`src/rtl/exec_req_initiator.sv`:
```
// ---------------------------------------------------------------------------
// exec_req_initiator
//
// Request-side initiator for execution_unit. Host commands are tagged with
// the lowest free 3-bit ID (1..7; 0 is the idle rsp_id), parked in a single
// pending slot and issued as input_req whenever execution_unit's FIFO is not
// full. Responses from output_rsp are checked against a busy-ID scoreboard
// and turned into one-cycle completions carrying the op type stored at issue.
//
// Optional feature macro: EXEC_REQ_TIMEOUT_EN
//   defined   : per-ID age counters force-free an ID after TIMEOUT_CYCLES
//               busy cycles and set the sticky err_timeout flag.
//   undefined : no counters, err_timeout is tied low.
//
// Ports
//   clk, rst            clock, synchronous active-high reset
//   cmd_valid/cmd_ready host command handshake
//   cmd_type            0 = add, 1 = mul
//   cmd_data1/2         operands (DATA_W)
//   flush               stop accepting and drain all outstanding IDs
//   fifo_full           backpressure from execution_unit
//   input_req           request packet to execution_unit
//   output_rsp          response packet from execution_unit
//   cpl_valid/id/type/data  one-cycle completion strobe to the host
//   outstanding         registered count of busy IDs
//   drained             in DRAIN with nothing outstanding
//   err_unexp           sticky: response for ID 0 or a non-busy ID
//   err_timeout         sticky: an ID aged out (timeout build only)
// ---------------------------------------------------------------------------
package exec_req_pkg;
  localparam int PKT_DATA_W = 32;

  typedef struct packed {
    logic                  req;
    logic                  req_type;
    logic [2:0]            req_id;
    logic [PKT_DATA_W-1:0] req_data1;
    logic [PKT_DATA_W-1:0] req_data2;
  } req_pkt_type;

  typedef struct packed {
    logic                    rsp;
    logic [2:0]              rsp_id;
    logic [2*PKT_DATA_W-1:0] rsp_data;
  } rsp_pkt_type;
endpackage

module exec_req_initiator
  import exec_req_pkg::*;
#(
  parameter int DATA_W         = PKT_DATA_W,
  parameter int TIMEOUT_CYCLES = 256
) (
  input  logic                clk,
  input  logic                rst,
  input  logic                cmd_valid,
  output logic                cmd_ready,
  input  logic                cmd_type,
  input  logic [DATA_W-1:0]   cmd_data1,
  input  logic [DATA_W-1:0]   cmd_data2,
  input  logic                flush,
  input  logic                fifo_full,
  output req_pkt_type         input_req,
  input  rsp_pkt_type         output_rsp,
  output logic                cpl_valid,
  output logic [2:0]          cpl_id,
  output logic                cpl_type,
  output logic [2*DATA_W-1:0] cpl_data,
  output logic [2:0]          outstanding,
  output logic                drained,
  output logic                err_unexp,
  output logic                err_timeout
);

  typedef enum logic {
    S_IDLE  = 1'b0,
    S_DRAIN = 1'b1
  } state_e;

  state_e state_q, state_d;

  // Bit 0 of the per-ID vectors is never set: ID 0 is reserved.
  logic [7:0] busy_q, busy_d;
  logic [7:0] type_q, type_d;
  logic [7:0] expire;

  logic              pend_valid_q, pend_valid_d;
  logic              pend_type_q, pend_type_d;
  logic [2:0]        pend_id_q, pend_id_d;
  logic [DATA_W-1:0] pend_data1_q, pend_data1_d;
  logic [DATA_W-1:0] pend_data2_q, pend_data2_d;

  logic [2:0]          outstanding_q, outstanding_d;
  logic                cpl_valid_q, cpl_valid_d;
  logic [2:0]          cpl_id_q, cpl_id_d;
  logic                cpl_type_q, cpl_type_d;
  logic [2*DATA_W-1:0] cpl_data_q, cpl_data_d;
  logic                err_unexp_q, err_unexp_d;
  logic                err_timeout_q, err_timeout_d;

  logic [2:0] alloc_id;
  logic       any_free;
  logic       issue;
  logic       accept;
  logic       rsp_hit;

  // Lowest free ID, taken from the registered busy vector so an ID retired
  // this cycle only becomes allocatable on the next one.
  always_comb begin
    alloc_id = 3'd0;
    for (int i = 7; i >= 1; i--) begin
      if (!busy_q[i]) alloc_id = 3'(i);
    end
  end

  assign any_free  = ~&busy_q[7:1];
  assign issue     = pend_valid_q && !fifo_full && !rst;
  // The slot may be refilled in the same cycle it issues.
  assign cmd_ready = !rst && (state_q == S_IDLE) && !flush && any_free &&
                     (!pend_valid_q || !fifo_full);
  assign accept    = cmd_valid && cmd_ready;
  assign rsp_hit   = output_rsp.rsp && (output_rsp.rsp_id != 3'd0) &&
                     busy_q[output_rsp.rsp_id];

  // Per-ID scoreboard: a retirement (response or timeout) clears the bit,
  // allocation sets it. Both never target the same ID in one cycle since
  // allocation only picks IDs that are currently free.
  genvar gi;
  generate
    for (gi = 1; gi < 8; gi++) begin : g_id
      logic clr;
      assign clr        = (rsp_hit && (output_rsp.rsp_id == 3'(gi))) || expire[gi];
      assign busy_d[gi] = (accept && (alloc_id == 3'(gi))) || (busy_q[gi] && !clr);
      assign type_d[gi] = (accept && (alloc_id == 3'(gi))) ? cmd_type : type_q[gi];
    end
  endgenerate
  assign busy_d[0] = 1'b0;
  assign type_d[0] = 1'b0;

`ifdef EXEC_REQ_TIMEOUT_EN
  localparam int AGE_W = $clog2(TIMEOUT_CYCLES + 1);

  generate
    for (gi = 1; gi < 8; gi++) begin : g_age
      logic [AGE_W-1:0] age_q, age_d;

      always_comb begin
        age_d = age_q;
        if (accept && (alloc_id == 3'(gi))) age_d = '0;
        else if (busy_q[gi])                age_d = age_q + 1'b1;
      end

      // Expires on the edge at which the age would reach TIMEOUT_CYCLES;
      // a response arriving in that same cycle wins and completes normally.
      assign expire[gi] = busy_q[gi] &&
                          (age_q == AGE_W'(TIMEOUT_CYCLES - 1)) &&
                          !(rsp_hit && (output_rsp.rsp_id == 3'(gi)));

      always_ff @(posedge clk) begin
        if (rst) age_q <= '0;
        else     age_q <= age_d;
      end
    end
  endgenerate
  assign expire[0] = 1'b0;
`else
  logic [31:0] unused_timeout;
  assign unused_timeout = 32'(TIMEOUT_CYCLES);
  assign expire         = '0;
`endif

  // Outstanding mirrors the next busy vector, so it already reflects
  // +accept and -retire of this cycle once registered.
  always_comb begin
    outstanding_d = 3'd0;
    for (int i = 1; i < 8; i++) begin
      outstanding_d = outstanding_d + {2'b00, busy_d[i]};
    end
  end

  always_comb begin
    state_d      = state_q;
    pend_valid_d = pend_valid_q;
    pend_type_d  = pend_type_q;
    pend_id_d    = pend_id_q;
    pend_data1_d = pend_data1_q;
    pend_data2_d = pend_data2_q;
    cpl_valid_d  = rsp_hit;
    cpl_id_d     = 3'd0;
    cpl_type_d   = 1'b0;
    cpl_data_d   = '0;

    if (accept) begin
      pend_valid_d = 1'b1;
      pend_type_d  = cmd_type;
      pend_id_d    = alloc_id;
      pend_data1_d = cmd_data1;
      pend_data2_d = cmd_data2;
    end else if (issue) begin
      pend_valid_d = 1'b0;
    end

    if (rsp_hit) begin
      cpl_id_d   = output_rsp.rsp_id;
      cpl_type_d = type_q[output_rsp.rsp_id];
      cpl_data_d = output_rsp.rsp_data;
    end

    err_unexp_d   = err_unexp_q | (output_rsp.rsp & ~rsp_hit);
    err_timeout_d = err_timeout_q | (|expire);

    case (state_q)
      S_IDLE: begin
        if (flush) state_d = S_DRAIN;
      end
      S_DRAIN: begin
        if ((outstanding_q == 3'd0) && !pend_valid_q && !flush) state_d = S_IDLE;
      end
      default: state_d = S_IDLE;
    endcase
  end

  always_ff @(posedge clk) begin
    if (rst) begin
      state_q       <= S_IDLE;
      busy_q        <= '0;
      type_q        <= '0;
      pend_valid_q  <= 1'b0;
      pend_type_q   <= 1'b0;
      pend_id_q     <= 3'd0;
      pend_data1_q  <= '0;
      pend_data2_q  <= '0;
      outstanding_q <= 3'd0;
      cpl_valid_q   <= 1'b0;
      cpl_id_q      <= 3'd0;
      cpl_type_q    <= 1'b0;
      cpl_data_q    <= '0;
      err_unexp_q   <= 1'b0;
      err_timeout_q <= 1'b0;
    end else begin
      state_q       <= state_d;
      busy_q        <= busy_d;
      type_q        <= type_d;
      pend_valid_q  <= pend_valid_d;
      pend_type_q   <= pend_type_d;
      pend_id_q     <= pend_id_d;
      pend_data1_q  <= pend_data1_d;
      pend_data2_q  <= pend_data2_d;
      outstanding_q <= outstanding_d;
      cpl_valid_q   <= cpl_valid_d;
      cpl_id_q      <= cpl_id_d;
      cpl_type_q    <= cpl_type_d;
      cpl_data_q    <= cpl_data_d;
      err_unexp_q   <= err_unexp_d;
      err_timeout_q <= err_timeout_d;
    end
  end

  // Request fields are forced to zero whenever req is low.
  always_comb begin
    input_req = '0;
    if (issue) begin
      input_req.req       = 1'b1;
      input_req.req_type  = pend_type_q;
      input_req.req_id    = pend_id_q;
      input_req.req_data1 = pend_data1_q;
      input_req.req_data2 = pend_data2_q;
    end
  end

  assign cpl_valid   = cpl_valid_q;
  assign cpl_id      = cpl_id_q;
  assign cpl_type    = cpl_type_q;
  assign cpl_data    = cpl_data_q;
  assign outstanding = outstanding_q;
  assign drained     = (state_q == S_DRAIN) && (outstanding_q == 3'd0);
  assign err_unexp   = err_unexp_q;
  assign err_timeout = err_timeout_q;

endmodule

```
`config.mk`:
```
export PLATFORM = sky130hd
export DESIGN_NAME = exec_req_initiator
export DESIGN_NICKNAME = d
export VERILOG_FILES = /design/src/rtl/exec_req_initiator.sv
export SDC_FILE = /design/constraint.sdc
export NUM_CORES = 1
export LEC_CHECK = 0
export BUFFER_PORTS_ARGS = -buffer_cell sky130_fd_sc_hd__buf_2
export CAP_MARGIN = 20
export CORE_MARGIN = 2
export CORE_UTILIZATION = 41
export DETAILED_ROUTE_END_ITERATION = 8
export PLACE_DENSITY = 0.73
export SYNTH_ARGS = -nofsm -noshare
export SYNTH_HDL_FRONTEND = slang
export SYNTH_SLANG_ARGS = --single-unit
export TNS_END_PERCENT = 100
```
`constraint.sdc`:
```
create_clock -name clk -period 3.15 [get_ports clk]
set_input_delay 0.1575 -clock clk [delete_from_list [all_inputs] [get_ports clk]]
set_output_delay 0.1575 -clock clk [all_outputs]
set_load 0.02 [all_outputs]
```
==> impl_summary.md, run 1 <==
Outcome
The flow ran to the end, but the final reports show violations. The final reports fail on negative setup slack.

GRT
The largest net degree at the start of global routing is 92. The number of antenna violations at the first check in global routing is 0. The remaining global-route overflow is 0. The all-layer global routing usage is 23.6%. The via count of the first global-routing pass is 5,652.

The first global-routing pass estimated 27.6 mm of wire.

Timing
After layout, the worst setup slack is -0.0223 ns. The minimum period implied by the final worst setup slack is 3.17 ns. Headroom to the max-slew limit came out at 34.4%. The top achievable clock speed is 0.315 GHz. The sum of negative setup slack is -0.0223 ns. The final number of setup-violating endpoints is 1. Setup repair after global routing could not meet its margin everywhere.

The final number of max-transition violations is 0. The transition at the pin with the smallest max-transition slack is 0.984 ns. The final number of hold-violating endpoints is 0.

The clock arrives with 0.0106 ns of skew. Dividing the final minimum period by the clock period gives 101%. The final hold slack is 0.0367 ns.

Floorplanning
For this configuration, the core starts out at a cell density of 41.9%. The floorplan has 43 rows. The die covers 15,100 sq um. 283 I/O pins were placed. The area of the core region is 13,900 sq um. The floorplan die width is 123 um. The die is 123 um tall.

Yosys
The portion of the post-synthesis area used by sequential elements is 54.1%. The mapped cell area is 5810 sq um. The count of synthesis-stage warnings from yosys is 0. The fraction of post-synthesis cell area in the top cell type by area is 54.1%. Counting instances in the post-synthesis netlist gives the leading cell types as sky130_fd_sc_hd__dfxtp_1 (157), sky130_fd_sc_hd__nand2_1 (139), sky130_fd_sc_hd__and2_1 (137).

After synthesis, the cell types taking the most area are sky130_fd_sc_hd__dfxtp_1 (54%), sky130_fd_sc_hd__and2_1 (15%), sky130_fd_sc_hd__nand2_1 (9.0%). In this run, synthesis inferred 0 flip-flops with an integrated enable. The number of nets in the synthesized netlist is 783.

The async set-or-reset flop fraction in the synthesized netlist is 0%. The mean post-synth cell area is 9.07 sq um. The most frequently used cell type in the post-synthesis netlist is sky130_fd_sc_hd__dfxtp_1. Among all flip-flop cells after synthesis, the most frequent one is sky130_fd_sc_hd__dfxtp_1. The number of instances in the synthesized netlist is 641.

The count of different cell masters after synthesis is 44. The total of flip-flops plus latches after synthesis is 157. The library cell occupying the most area in the post-synthesis netlist is sky130_fd_sc_hd__dfxtp_1.

Critical path
The largest delay contributor family on the critical path is adder cells. The kind of capture point of the worst setup path is a register. The data arrival time of the critical path is 3.52 ns. On the worst path, the slowest cell contributes a delay of 0.54 ns. Counting buffers and inverters, the worst setup path is 10 cells deep.

The critical path in this run is classified as reg2reg. Counting cells, the worst reg-to-reg path comes to 10. At the worst endpoint, the required time is 3.49 ns. The slowest stage of the critical path is the sky130_fd_sc_hd__fa_1 cell. The number of buffers and inverters on the critical path is 2. The element type at the critical path start is a register.

Along the worst path, the maximum fanout reaches 5. Walking the worst path, the cells encountered are a2111oi_4 -> buf_4 -> nand4b_1 -> a21boi_4 -> fa_1 -> fa_1 -> inv_2 -> fa_2 -> fa_2 -> nor2b_1.

Pwr
The cell leakage power is 0.00443 uW. Dividing total power by cell area gives a power density of 474 nW/um^2. The maximum ir drop on the vdd rail is 0.335 mV.

Power comes to 4410 uW.

Finish
The layout has 1,075 filler cells. The relative area change from synthesis to final layout is 60.2%. After the last flow step, the layout net total stands at 1,192. The multi-input combinational cells in the finished layout cover a total of 2460 sq um. The final standard cell area without fillers is 9310 sq um. The filler-free cell count of the finished design is 1,243. The post-route netlist has 33.5% of its cells at a drive strength greater than 1. The diode insertion count for antenna repair is 0. In the final layout, flip-flops and latches occupy 3140 sq um.

Drt
The via count is 5,820. After detailed routing, the number of remaining DRC violations is 0. The total wire length after detailed routing is 18.6 mm. The wire length per cell is 15.0 um. The number of nets still failing antenna checks after routing is 0.

The detailed router finished its first iteration with 351 violations. The first detailed-routing pass ran for 5 iterations. After detailed routing, the number of vias per cell comes to 4.68.

Min path
The path category of the worst min-delay check is in2reg. Along the worst hold path, the cell count comes to 3.

Job
Across the run, the number of max-cap violations was 0.

CTS
The number of clock sinks seen by CTS is 157. After clock tree synthesis, the clock-pin slew on the worst setup and hold paths is 0.06 ns. The clock passes through at most 2 buffers. The number of CTS-inserted buffers is 17. TritonCTS built the clock tree. The H-tree was split into 4 levels. The cell at the root of the clock tree is sky130_fd_sc_hd__clkbuf_16.

At the later pin of the worst-skew pair, clock insertion delay measures 0.42 ns.

Placed design
The sum of net half-perimeters after detailed placement is 11.1 mm. Buffers placed on the I/O ports in this run total 281. The total placed cells including tap cells is 1,080.

The final weighted congestion in routability-driven placement is 0.896. After detailed placement, the total cell area comes to 7420 sq um.
## repair_timing
item,in CTS,in global routing
pin swaps,4,1
resized for setup,2,6
buffers inserted,2,1
setup endpoints to repair,2,2
endpoints found under the hold margin,128,0
hold buffers,128,0
## cells in the final DEF (no fill, tap or decap), types with 8 or more instances in the layout
cell type / count
sky130_fd_sc_hd__nor2_1: 13
sky130_fd_sc_hd__dfxtp_1: 156
sky130_fd_sc_hd__a21oi_1: 74
sky130_fd_sc_hd__and2_1: 136
sky130_fd_sc_hd__buf_2: 281
sky130_fd_sc_hd__clkbuf_16: 17
sky130_fd_sc_hd__buf_4: 25
sky130_fd_sc_hd__dlygate4sd3_1: 128
sky130_fd_sc_hd__nand2_1: 139
sky130_fd_sc_hd__mux2i_1: 8
## tightest hold or removal path, delay by kind of cell
family          cells  cell delay [ns]
buf+inv             1             0.10
simple gates        1             0.08
compound gates      1             0.07
## per-stage QoR
step | setup slack [ns] | util [%]
final | -0.0223 | 67.1
after CTS | -0.0335 | 66.9
after detailed placement | -0.114 | 53.5
after floorplan | -0.133 | -
after global placement | -0.0614 | 53.5
after global routing | -0.135 | 67.1
## sequential cells by signal, indices dropped and copies added, names as in the netlist, 3 cells and up
signal / count
type_q: 7
cpl_data: 64
pend_id_q: 3
pend_data2_q: 32
busy_q: 7
cpl_id: 3
outstanding: 3
pend_data1_q: 32
## where the power goes
group          internal (uW)  leakage (uW)  switching (uW)  total, uW
Clock                   1140      0.000285             817       1950
Sequential              2030       0.00127            18.9       2050
Combinational            229       0.00287             182        411
## final cells by class
cell class / instances / share of cell area, %
Sequential cell: 157 / 33.8
Clock inverter: 12 / 1.20
Inverter: 6 / 0.242
Timing Repair Buffer: 435 / 31.1
Multi-Input combinational cell: 433 / 26.4
Clock buffer: 20 / 4.90
Tap cell: 180 / 2.42
## cell families (layout without fill, tap and decap cells)
kind of cell	count (synthesis)	after routing	synth area share, %
adder cells (fa/ha/maj)	4	4	1.38
AO/OA/AOI/OAI	96	96	9.69
AND/OR/NAND/NOR	319	319	27.8
flip-flops	157	157	54.1
buffers and inverters	51	473	4.46
multiplexers	13	13	2.54
other	1	1	0.0645
## path summary, 6_finish.rpt
check	start	endpoint	slack (ns)
worst min register to register	pend_data2_q[0]$_SDFFE_PP0P_	pend_data2_q[0]$_SDFFE_PP0P_	0.45
worst max register to register	pend_valid_q$_SDFFE_PP0P_	outstanding[1]$_SDFF_PP0_	-0.02
worst min-delay path	cmd_data1[7]	pend_data1_q[7]$_SDFFE_PP0P_	0.04
worst max-delay path	pend_valid_q$_SDFFE_PP0P_	outstanding[1]$_SDFF_PP0_	-0.02
## routing by layer
| layer | GRT usage, % | wire [um] | vias up |
|---|---|---|---|
| met1 | 25.8 | 7380 | 2669 |
| met5 | 0 | 0 | - |
| li1 | - | - | 2873 |
| met4 | 8.95 | 375 | 0 |
| met2 | 42.3 | 9310 | 251 |
| met3 | 7.84 | 1580 | 27 |
Note: power is estimated with default switching activity, not from simulation.
==> run 2, diff against run 1 <==
==> constraint.sdc (replaced) <==
create_clock -name clk -period 3.15 [get_ports clk]
set_input_delay 0.315 -clock clk [delete_from_list [all_inputs] [get_ports clk]]
set_output_delay 0.315 -clock clk [all_outputs]
set_load 0.02 [all_outputs]
==> impl_summary.md, run 2 (synthesis gave the netlist of run 1 again) <==
Pwr
The combinational group share of total power is 6.4% (-2.9 points). The part of the total power dissipated in sequential elements is 47.5% (+1.1 points). The power spent charging and discharging nets is 945 uW (-7.1%).

The switching fraction of total power came to 21.9% (-1.1 points). The areal power density over the cells is 534 nW/um^2 (+13%). The cell leakage power is 0.00391 uW (-12%). The internal power contribution was 3360 uW (-0.90%). The maximum ir drop on the vdd rail is 0.366 mV (+9.2%). The clock group share of total power came to 46.1% (+1.9 points).

Critical path
The buffers plus inverters on the worst setup path is 2 (unchanged). The signal on the critical path passes through a2111oi_4 -> buf_4 -> nand3_2 -> o21a_1 -> fa_1 -> fa_1 -> inv_1 -> fa_2 -> fa_2 -> nor2b_1. STA classifies the critical path startpoint as a register.

The data arrival time of the critical path was 3.52 ns (about the same). The required arrival time at the worst endpoint is 3.49 ns (about the same). The largest delay contributor family on the critical path is adder cells. The classification of the worst setup path is reg2reg. The worst setup path is captured at a register.

The delay of the slowest critical-path stage is 0.52 ns (-0.02 ns). The highest net fanout along the worst path is 5 (unchanged). The slowest stage of the critical path belongs to the cell sky130_fd_sc_hd__fa_2.

CTS
The worst-skew pair later-pin latency came to 0.42 ns (about the same). The number of CTS-inserted buffers is 17 (unchanged). The maximum buffer depth of the clock tree was 2 (unchanged). The tree is rooted in a sky130_fd_sc_hd__clkbuf_16. The clock-pin slew on the worst setup and hold paths is 0.06 ns (about the same). TritonCTS built the clock tree. The deepest level of the CTS H-tree came to 4 (unchanged). The number of clock sinks seen by CTS was 157 (unchanged). The hold buffer count at CTS is 0 (-100%).

Outcome
The flow ran to the end, but the final reports show violations. The final reports fail on negative setup slack.

Finish
The final standard cell area without fillers is 8060 sq um (-13%). The flip-flop count of the largest register after layout came to 64 (unchanged). The fraction of final layout cells sized beyond drive strength 1 was 38.0% (+4.5 points). The relative area change from synthesis to final layout is 38.8%.

The final net count is 1,069 (-10%). In the layout the commonest cells are sky130_fd_sc_hd__buf_2 (281), sky130_fd_sc_hd__dfxtp_1 (156), sky130_fd_sc_hd__nand2_1 (139). The most common cell after layout, fill and taps aside is sky130_fd_sc_hd__buf_2. The end-of-flow core utilization is 58.1% (-9.0 points). The diode insertion count for antenna repair is 0 (unchanged).

Floorplanning
The count of pins on the block boundary came to 283 (unchanged). The area enclosed by the die boundary is 15,100 sq um (unchanged). The floorplan die width came to 123 um (unchanged). The floorplan row count was 43 (unchanged).

The starting utilization of the core area was 41.9% (unchanged). The die boundary height is 123 um (unchanged). The area of the core region is 13,900 sq um (unchanged).

Timing
The transition at the pin with the smallest max-transition slack is 0.947 ns (-0.0377 ns). The setup slack of the critical path after layout is -0.0241 ns (-0.00182 ns). Setup repair after global routing could not meet its margin everywhere. The minimum period implied by the final worst setup slack came to 3.17 ns (+0.00182 ns). The final number of hold-violating endpoints was 0 (unchanged). The final number of max-transition violations is 0 (unchanged). The max-slew headroom at the worst pin is 36.9% (+2.5 points). The top achievable clock speed is 0.315 GHz (about the same). The setup clock skew after layout is 0.0125 ns (+0.00190 ns). The final number of setup-violating endpoints is 1 (unchanged). The part of the cycle the worst path needs is 101% (about the same).

GRT
The first-pass GRT wire length was 23.0 mm (-17%). The largest net degree at the start of global routing came to 92 (unchanged). The via count of the first global-routing pass is 4,744 (-16%). The number of antenna violations at the first check in global routing came to 0 (unchanged). The remaining global-route overflow is 0 (unchanged).

The all-layer global routing usage is 19.7% (-4.0 points).

Placed design
The number of port buffers is 281 (unchanged). The instance area after placement is 7440 sq um (+0.24%). The final weighted congestion in routability-driven placement was 0.849 (-5.2%). The sum of net half-perimeters after detailed placement is 11.2 mm (+0.81%).

Min path
The path class of the tightest hold or removal check is in2reg.

Drt
The wire length per cell came to 13.7 um (-8.6%). The detailed-router iteration count before antenna repair is 7 (+2). The via count came to 5,200 (-11%). The total wire length after detailed routing is 15.4 mm (-18%). The number of nets still failing antenna checks after routing was 0 (unchanged). The detailed router's first-iteration violation count is 247 (-30%). The number of remaining DRC errors was 0 (unchanged). The average vias per placed instance is 4.64 (-0.84%).

Job
The number of maximum-capacitance violations is 0 (unchanged).
[run 2: cell types whose count changed in the layout (fill, tap and decap cells not counted), sizes merged]
cell,delta
dlygate4sd3,-128
buf,+5
clkbuf,+2
clkinv,-2
inv,-2
bufinv,+1
clkinvlp,+1
[run 2: worst paths after layout]
path	from	end	slack (ns)	depth (start not counted)
min	output_rsp[11]	cpl_data[11]$_SDFF_PP0_	0.09	2
max reg2reg	pend_valid_q$_SDFFE_PP0P_	outstanding[1]$_SDFF_PP0_	-0.02	10
max	pend_valid_q$_SDFFE_PP0P_	outstanding[1]$_SDFF_PP0_	-0.02	10
min reg2reg	pend_data2_q[5]$_SDFFE_PP0P_	pend_data2_q[5]$_SDFFE_PP0P_	0.45	2
[run 2: per-stage QoR]
| step | setup WS, ns | setup TNS [ns] | hold WS [ns] | total power [uW] | instances |
|---|---|---|---|---|---|
| global placement | -0.160 | -0.255 | 0.437 | 2360 | 1084 |
| global route | -0.133 | -0.166 | 0.0738 | 4490 | 1120 |
| floorplan | -0.133 | -0.194 | 0.432 | 2220 | 641 |
| CTS | -0.0662 | -0.0662 | 0.0674 | 4360 | 1116 |
| finish | -0.0241 | -0.0241 | 0.0872 | 4310 | 1120 |
| detailed placement | -0.183 | -0.292 | 0.443 | 2370 | 1084 |
[run 2: power groups by stage]
| stage | clock network (uW) | logic, uW | registers [uW] |
|---|---|---|---|
| 3_3_place_gp | 0 | 272 | 2090 |
| 2_1_floorplan | 0 | 114 | 2110 |
| 4_1_cts | 2040 | 275 | 2050 |
| 5_1_grt | 2140 | 304 | 2050 |
| 6_report | 1990 | 274 | 2050 |
| 3_5_place_dp | 0 | 274 | 2090 |
[run 2: area by class of cell]
| type | count | area (sq um) |
|---|---|---|
| Clock buffer | 22 | 464 |
| Clock inverter | 10 | 114 |
| Fill cell | 1304 | 5820 |
| Inverter | 6 | 22.5 |
| Multi-Input combinational cell | 433 | 2450 |
| Sequential cell | 157 | 3140 |
| Tap cell | 180 | 225 |
| Timing Repair Buffer | 312 | 1640 |
[run 2: what timing repair did]
action / in CTS / in global routing
gates resized for setup: 3 / 2
setup endpoints to repair: 2 / 2
setup buffers: 0 / 4
pin swaps: 2 / 3
[run 2: metal layers]
| layer | wire, um | global-route usage, % | vias up |
|---|---|---|---|
| met1 | 6130 | 21.7 | 2328 |
| met3 | 1490 | 7.98 | 21 |
| li1 | - | - | 2625 |
| met4 | 177 | 6.96 | 0 |
| met2 | 7550 | 34.1 | 226 |
| met5 | 0 | 0 | - |
